## config.mk

```make
export PLATFORM = sky130hd
export DESIGN_NAME = uart_receiver_flat
export DESIGN_NICKNAME = d
export VERILOG_FILES = /design/src/rtl/uart_pkg.sv /design/src/rtl/uart_receiver_if.sv /design/src/rtl/uart_sync.sv /design/src/rtl/uart_receiver.sv /design/src/flat_wrapper.sv
export SDC_FILE = /design/constraint.sdc
export NUM_CORES = 1
export LEC_CHECK = 0
export ABC_AREA = 1
export CORE_MARGIN = 2
export CORE_UTILIZATION = 53
export CTS_BUF_LIST = sky130_fd_sc_hd__clkbuf_4 sky130_fd_sc_hd__clkbuf_8
export DETAILED_ROUTE_END_ITERATION = 10
export PLACE_DENSITY = 0.75
export SETUP_SLACK_MARGIN = 0.02
export SYNTH_ARGS = -nofsm -noshare
export SYNTH_HDL_FRONTEND = slang
export SYNTH_SLANG_ARGS = --single-unit
```

## constraint.sdc

```tcl
create_clock -name Clock -period 3.36 [get_ports Clock]
set_clock_uncertainty 0.15 [all_clocks]
set_input_delay 0.504 -clock Clock [delete_from_list [all_inputs] [get_ports Clock]]
set_output_delay 0.504 -clock Clock [all_outputs]
set_load 0.03 [all_outputs]
```

## src/rtl/uart_pkg.sv

```systemverilog
// uart_pkg: shared UART state encoding, bit-timing helpers and default line settings.
package uart_pkg;
  localparam int unsigned CLOCK_FREQ = 33_000_000;
  localparam int unsigned BAUD_RATE = 115_200;
  typedef enum logic [2:0] {IDLE, START, DATA, PARITY, STOP, WAIT_IDLE} state_t;
  function automatic int unsigned symbol_edge_time(input int unsigned freq, input int unsigned baud);
    return freq / baud;
  endfunction
  function automatic int unsigned sample_time(input int unsigned freq, input int unsigned baud);
    return symbol_edge_time(freq, baud) / 2;
  endfunction
endpackage

```

## src/rtl/uart_receiver_if.sv

```systemverilog
// uart_receiver_if: ready/valid byte stream from the UART receiver to its consumer.
interface uart_receiver_if;
  logic [7:0] DataOut;
  logic DataOutValid;
  logic DataOutReady;
  modport master (output DataOut, output DataOutValid, input DataOutReady);
  modport slave (input DataOut, input DataOutValid, output DataOutReady);
endinterface

```

## src/rtl/uart_sync.sv

```systemverilog
// uart_sync: 2-flop synchronizer for an asynchronous input with a configurable reset level.
module uart_sync #(
  parameter logic RESET_VAL = 1'b1
) (
  input  logic clk,
  input  logic rst,
  input  logic d,
  output logic q
);
  logic meta;
  always_ff @(posedge clk) begin
    if (rst) begin
      meta <= RESET_VAL;
      q <= RESET_VAL;
    end else begin
      meta <= d;
      q <= meta;
    end
  end
endmodule

```

## src/rtl/uart_receiver.sv

```systemverilog
// uart_receiver: 8N1 serial-to-parallel receiver with ready/valid output.
// Define UART_RX_PARITY_EN for 8E1 frames with ParityError reporting.
module uart_receiver
  import uart_pkg::*;
#(
  parameter int unsigned ClockFreq = CLOCK_FREQ,
  parameter int unsigned BaudRate = BAUD_RATE
) (
  input  logic Clock,
  input  logic Reset,
  input  logic SIn,
  uart_receiver_if.master byte_if,
  output logic FramingError,
  output logic Overrun,
  output logic ParityError
);
  localparam int unsigned EDGE = symbol_edge_time(ClockFreq, BaudRate);
  localparam int unsigned SAMPLE = sample_time(ClockFreq, BaudRate);
  localparam int unsigned CW = $clog2(EDGE);
  logic rx;
  state_t state, state_d;
  logic [CW-1:0] cnt;
  logic [2:0] bit_cnt;
  logic [7:0] shift, data;
  logic valid, tick_half, tick_bit, cnt_clr, stop_ok, stop_bad;
  uart_sync #(.RESET_VAL(1'b1)) u_sync (.clk(Clock), .rst(Reset), .d(SIn), .q(rx));
  assign tick_half = cnt == CW'(SAMPLE - 1);
  assign tick_bit = cnt == CW'(EDGE - 1);
  assign stop_ok = state == STOP && tick_bit && rx;
  assign stop_bad = state == STOP && tick_bit && !rx;
  assign byte_if.DataOut = data;
  assign byte_if.DataOutValid = valid;
  always_comb begin
    state_d = state;
    cnt_clr = 1'b0;
    case (state)
      IDLE: begin
        cnt_clr = 1'b1;
        state_d = rx ? IDLE : START;
      end
      START: if (tick_half) begin
        cnt_clr = 1'b1;
        state_d = rx ? IDLE : DATA;
      end
`ifdef UART_RX_PARITY_EN
      DATA: if (tick_bit) begin
        cnt_clr = 1'b1;
        state_d = bit_cnt == 3'd7 ? PARITY : DATA;
      end
      PARITY: if (tick_bit) begin
        cnt_clr = 1'b1;
        state_d = STOP;
      end
`else
      DATA: if (tick_bit) begin
        cnt_clr = 1'b1;
        state_d = bit_cnt == 3'd7 ? STOP : DATA;
      end
`endif
      STOP: if (tick_bit) begin
        cnt_clr = 1'b1;
        state_d = rx ? IDLE : WAIT_IDLE;
      end
      WAIT_IDLE: begin
        cnt_clr = 1'b1;
        state_d = rx ? IDLE : WAIT_IDLE;
      end
      default: begin
        cnt_clr = 1'b1;
        state_d = IDLE;
      end
    endcase
  end
  always_ff @(posedge Clock) begin
    if (Reset) state <= IDLE;
    else state <= state_d;
  end
  always_ff @(posedge Clock) begin
    if (Reset) begin
      cnt <= '0;
      bit_cnt <= '0;
      shift <= '0;
      data <= '0;
      valid <= 1'b0;
      FramingError <= 1'b0;
      Overrun <= 1'b0;
    end else begin
      cnt <= cnt_clr ? '0 : cnt + 1'b1;
      FramingError <= stop_bad;
      Overrun <= stop_ok && valid && !byte_if.DataOutReady;
      if (state == START) bit_cnt <= '0;
      if (state == DATA && tick_bit) begin
        shift <= {rx, shift[7:1]};
        bit_cnt <= bit_cnt + 1'b1;
      end
      if (stop_ok && (!valid || byte_if.DataOutReady)) begin
        data <= shift;
        valid <= 1'b1;
      end else if (valid && byte_if.DataOutReady) valid <= 1'b0;
    end
  end
`ifdef UART_RX_PARITY_EN
  logic par_bad;
  always_ff @(posedge Clock) begin
    if (Reset) begin
      par_bad <= 1'b0;
      ParityError <= 1'b0;
    end else begin
      if (state == START) par_bad <= 1'b0;
      if (state == PARITY && tick_bit) par_bad <= rx ^ (^shift);
      ParityError <= stop_ok && (!valid || byte_if.DataOutReady) && par_bad;
    end
  end
`else
  assign ParityError = 1'b0;
`endif
endmodule

```

## src/flat_wrapper.sv

```systemverilog
// flat-port wrapper written by rule: the top's interface ports become plain ports
module uart_receiver_flat import uart_pkg::*;
#(
  parameter int unsigned ClockFreq = CLOCK_FREQ,
  parameter int unsigned BaudRate = BAUD_RATE
)
  (Clock, Reset, SIn, FramingError, Overrun, ParityError, byte_if_DataOut, byte_if_DataOutValid, byte_if_DataOutReady);
  uart_receiver_if byte_if_i ();
  input  logic Clock;
  input  logic Reset;
  input  logic SIn;
  output logic FramingError;
  output logic Overrun;
  output logic ParityError;
  output wire logic [$bits(byte_if_i.DataOut)-1:0] byte_if_DataOut;
  output wire logic [$bits(byte_if_i.DataOutValid)-1:0] byte_if_DataOutValid;
  input wire logic [$bits(byte_if_i.DataOutReady)-1:0] byte_if_DataOutReady;
  assign byte_if_DataOut = byte_if_i.DataOut;
  assign byte_if_DataOutValid = byte_if_i.DataOutValid;
  assign byte_if_i.DataOutReady = byte_if_DataOutReady;
  uart_receiver #(.ClockFreq(ClockFreq), .BaudRate(BaudRate)) u_core (.Clock(Clock), .Reset(Reset), .SIn(SIn), .byte_if(byte_if_i), .FramingError(FramingError), .Overrun(Overrun), .ParityError(ParityError));
endmodule
```

==> impl_summary.txt <==
----------------------------------------------------
[Floorplanning]
  Rows ... 19
  Vert. Die Dim ... ~59 um
  Die area ... 0.00348 mm2
  Total core area ... 0.00281 mm2
  Initial Utilization ... 57.1%
  I/O pin count ... 16
  Die Wd ... 59.0 um

[Setup path]
  Total buffers and inverters traversed by the critical path ... 1
  Startpoint kind of the worst setup timing path ... flip-flop
  Worst EP required ... 2.71 ns
  Cells along the critical path ... clkdlybuf4s50_1
  CP max stage cell ... clkdlybuf4s50_1
  Delay-heaviest family, CP ... buffers and inverters
  Slowest stage delay, CP ... 0.67 ns
  R2r setup slk ... 1.56 ns
  Type of destination of the critical path ... output pin
  Category of the most critical setup path ... reg2out
  Largest fanout of any net on the critical path ... 2
  Critical path arrival ... approximately 1.4 ns

[Logic synthesis]
  Total of warnings raised by yosys ... 0
  Number of register bits inferred by synthesis ... 36
  Syn_nets ... 227
  Post-synthesis sequential area ratio ... 45.0%
  Post-synthesis instance area ... 0.00160 mm2
  Yosys cell types ... 28
  Average cell area after synthesis ... 7.35 um2
  Number of standard cells after synthesis ... 218

[Placement]
  RePlAce Congestion ... 0.894
  Placed cell areas ... 0.00173 mm2
  Post-DP HPWL ... slightly below 2 mm
  Port bufs ... 14
  Pre-CTS WS ... 1.19 ns

[Detailed routing]
  Total Routed Length ... 2.86 mm
  First DRT Iteration DRCs ... 61
  Ratio of routed vias to standard cells ... 4.96
  Average routed wire per standard cell ... ~11 um
  Remaining antenna violation count ... 0
  Vias ... between 1000 and 1500
  DR DRC count ... 1
  DRT Pass-1 Iters ... 7

[Power and ir drop]
  Combinational share of power ... 14.7%
  Sw power ... 0.260 mW
  Net switching share of the total power ... 27.4%
  Total power draw ... 0.949 mW
  Peak supply drop ... 0.000464 V
  Total power density per cell area ... roughly 520 mW/mm2
  Cell internal power dissipation ... 0.689 mW
  Share of total power in the clock network ... 35.9%
  Lkg Pwr ... 0.818 nW
  Proportion of power drawn by flip-flops and latches ... 49.4%

[Clock tree]
  TritonCTS clock tree ... yes
  Buffer depth of the longest clock path ... 2
  Hold_buf cts ... 0
  Depth of the CTS H-tree ... 2
  Num CTS Buffers ... 5
  Resized Gates After CTS ... 0
  Clock transition time at the flip-flop clock pins of the worst setup and hold paths ... 0.11 ns
  Number of buffers inserted to repair setup after CTS ... 0
  Source-to-sink clock delay at the later pin of the worst-skew pair ... 0.34 ns
  TritonCTS Sinks ... 36
  CTS root buf ... clkbuf_4

[Timing]
  Hold violation total from the final report ... 0
  Final worst-path setup slack ... 1.33 ns
  Max Freq ... about 490 MHz
  Final slew viol count ... 0
  Aggregate negative setup slack ... 0 ns
  Fin crit share ... between 60% and 70%
  Slew Limit Headroom ... 62.8%
  Worst Max-Slew Pin Slew ... around 0.56 ns
  Final setup violation count ... 0
  Final critical delay including setup and external delays ... 2.03 ns
  RSZ-0062 raised after global routing ... no

[Finish]
  Net count of the finished layout ... 241
  Area Overhead vs Synth ... 13.8%
  Number of filler cells placed in the layout ... 257
  Design area ... 0.00182 mm2
  Share of final-layout standard cells stronger than drive strength 1 ... under 10%
  Inserted Diodes ... 0

[Global route]
  Overflow left after global routing ... 0
  Via count of the first global-routing pass ... 1152
  Wire length of the first global-routing pass ... 4.97 mm
  Tot GR Track Use ... 19.3%
  Pin count of the biggest net entering global routing ... 21
  Number of antenna violations at the first check in global routing ... 0

[Run]
  Max capacitance violation total ... 0

[Outcome]
  Violations in the final reports ... DRC
  Status ... finished with violations

[Min path]
  Min-Delay Path Class ... reg2reg

----------------------------------------------------
==> flip-flops by register name (all words and copies together) (netlist names) <==
name,flops
u_core.state,3
u_core.u_sync.meta,1
u_core.bit_cnt,3
u_core.cnt,9
u_core.shift,8
u_core.byte_if.DataOutValid,1
u_core.FramingError,1
u_core.Overrun,1
u_core.u_sync.q,1
u_core.byte_if.DataOut,8
==> worst paths after layout <==
path	startpoint	end	cells past startpoint
worst max-delay path	u_core.byte_if.DataOutValid	byte_if_DataOutValid	1
worst min-delay path	u_core.u_sync.meta	u_core.u_sync.q	1
worst max register to register	u_core.cnt[0]	u_core.shift[5]	9
worst min register to register	u_core.u_sync.meta	u_core.u_sync.q	1
==> synth_stat cells, drive strengths merged <==
master,count,share of area [%]
a21boi,1,0.47
a21oi,7,2.2
buf,4,2.0
clkbuf,3,1.3
clkinv,1,0.23
conb,1,0.23
dfxtp,36,45
ha,5,3.9
inv,25,5.9
nand2,40,10
nand3,12,3.8
nand4,1,1.3
nor2,59,15
nor3,3,0.94
nor4,1,0.39
o211ai,1,0.47
o21ai,10,3.1
o22ai,1,0.39
or2,2,0.78
xnor2,2,1.1
xor2,3,1.6
==> per-stage QoR <==
stage	util (%)	hold slack (ns)	std cells
6_report	65.0	0.275	264
3_5_place_dp	61.6	0.252	256
2_1_floorplan	-	0.239	218
3_3_place_gp	61.6	0.251	256
4_1_cts	65.0	0.279	264
5_1_grt	65.0	0.291	264
==> cells by family after synthesis <==
logic type      Yosys count  share of synthesized area [%]
flops                    36                           45.0
buf+inv                  33                           9.37
compound gates           20                           6.64
simple gates            118                           32.1
other cells               1                          0.234
xor+xnor                  5                           2.73
fa+ha+maj                 5                           3.91
==> per-layer routing <==
metal | vias to the layer above | track usage (%) | share of wire, %
met5 | - | 0 | 0
met1 | 574 | 26.0 | 49
li1 | 702 | - | -
met4 | 0 | 8.77 | 1.9
met3 | 7 | 6.55 | 5.9
met2 | 27 | 27.9 | 43
==> power by group through the flow <==
stage	logic [mW]	clock network, mW	registers (mW)
6_report	0.140	0.341	0.469
5_1_grt	0.163	0.371	0.473
4_1_cts	0.140	0.351	0.468
3_5_place_dp	0.140	0	0.477
3_3_place_gp	0.139	0	0.476
2_1_floorplan	0.116	0	0.473
==> worst reg2reg max path, stage by stage (launching register included) <==
cell     delay, ns
dfxtp_1       0.42
ha_1          0.17
inv_1         0.05
nor2_1        0.11
nand2_1       0.10
nor2_4        0.14
nand2_2       0.17
inv_2         0.18
o21ai_0       0.11
nor2_1        0.14
==> layout by cell type, fill, tap and decap left out, types with 2 or more instances in the layout <==
cell	n
nor2_1	56
dfxtp_1	36
nand2_1	34
inv_1	23
clkdlybuf4s50_1	14
nand3_1	12
o21ai_0	10
a21oi_1	7
nand2_2	6
ha_1	5
clkbuf_4	5
xor2_1	3
nor3_1	3
nor2_2	2
xnor2_1	2
inv_2	2
or2_2	2
clkbuf_8	2
==> layout make-up <==
class / instances / area [um2] / area share [%]
clock buffers: 7 / 65.1 / 3.57
clock inverters: 1 / 30.0 / 1.65
inverters: 26 / 97.6 / 5.35
multi-input cells: 149 / 731 / 40.1
flip-flops and latches: 36 / 721 / 39.5
well taps: 31 / 38.8 / 2.13
repair buffers: 14 / 140 / 7.69
No activity file was read; power rests on OpenSTA's default activity.
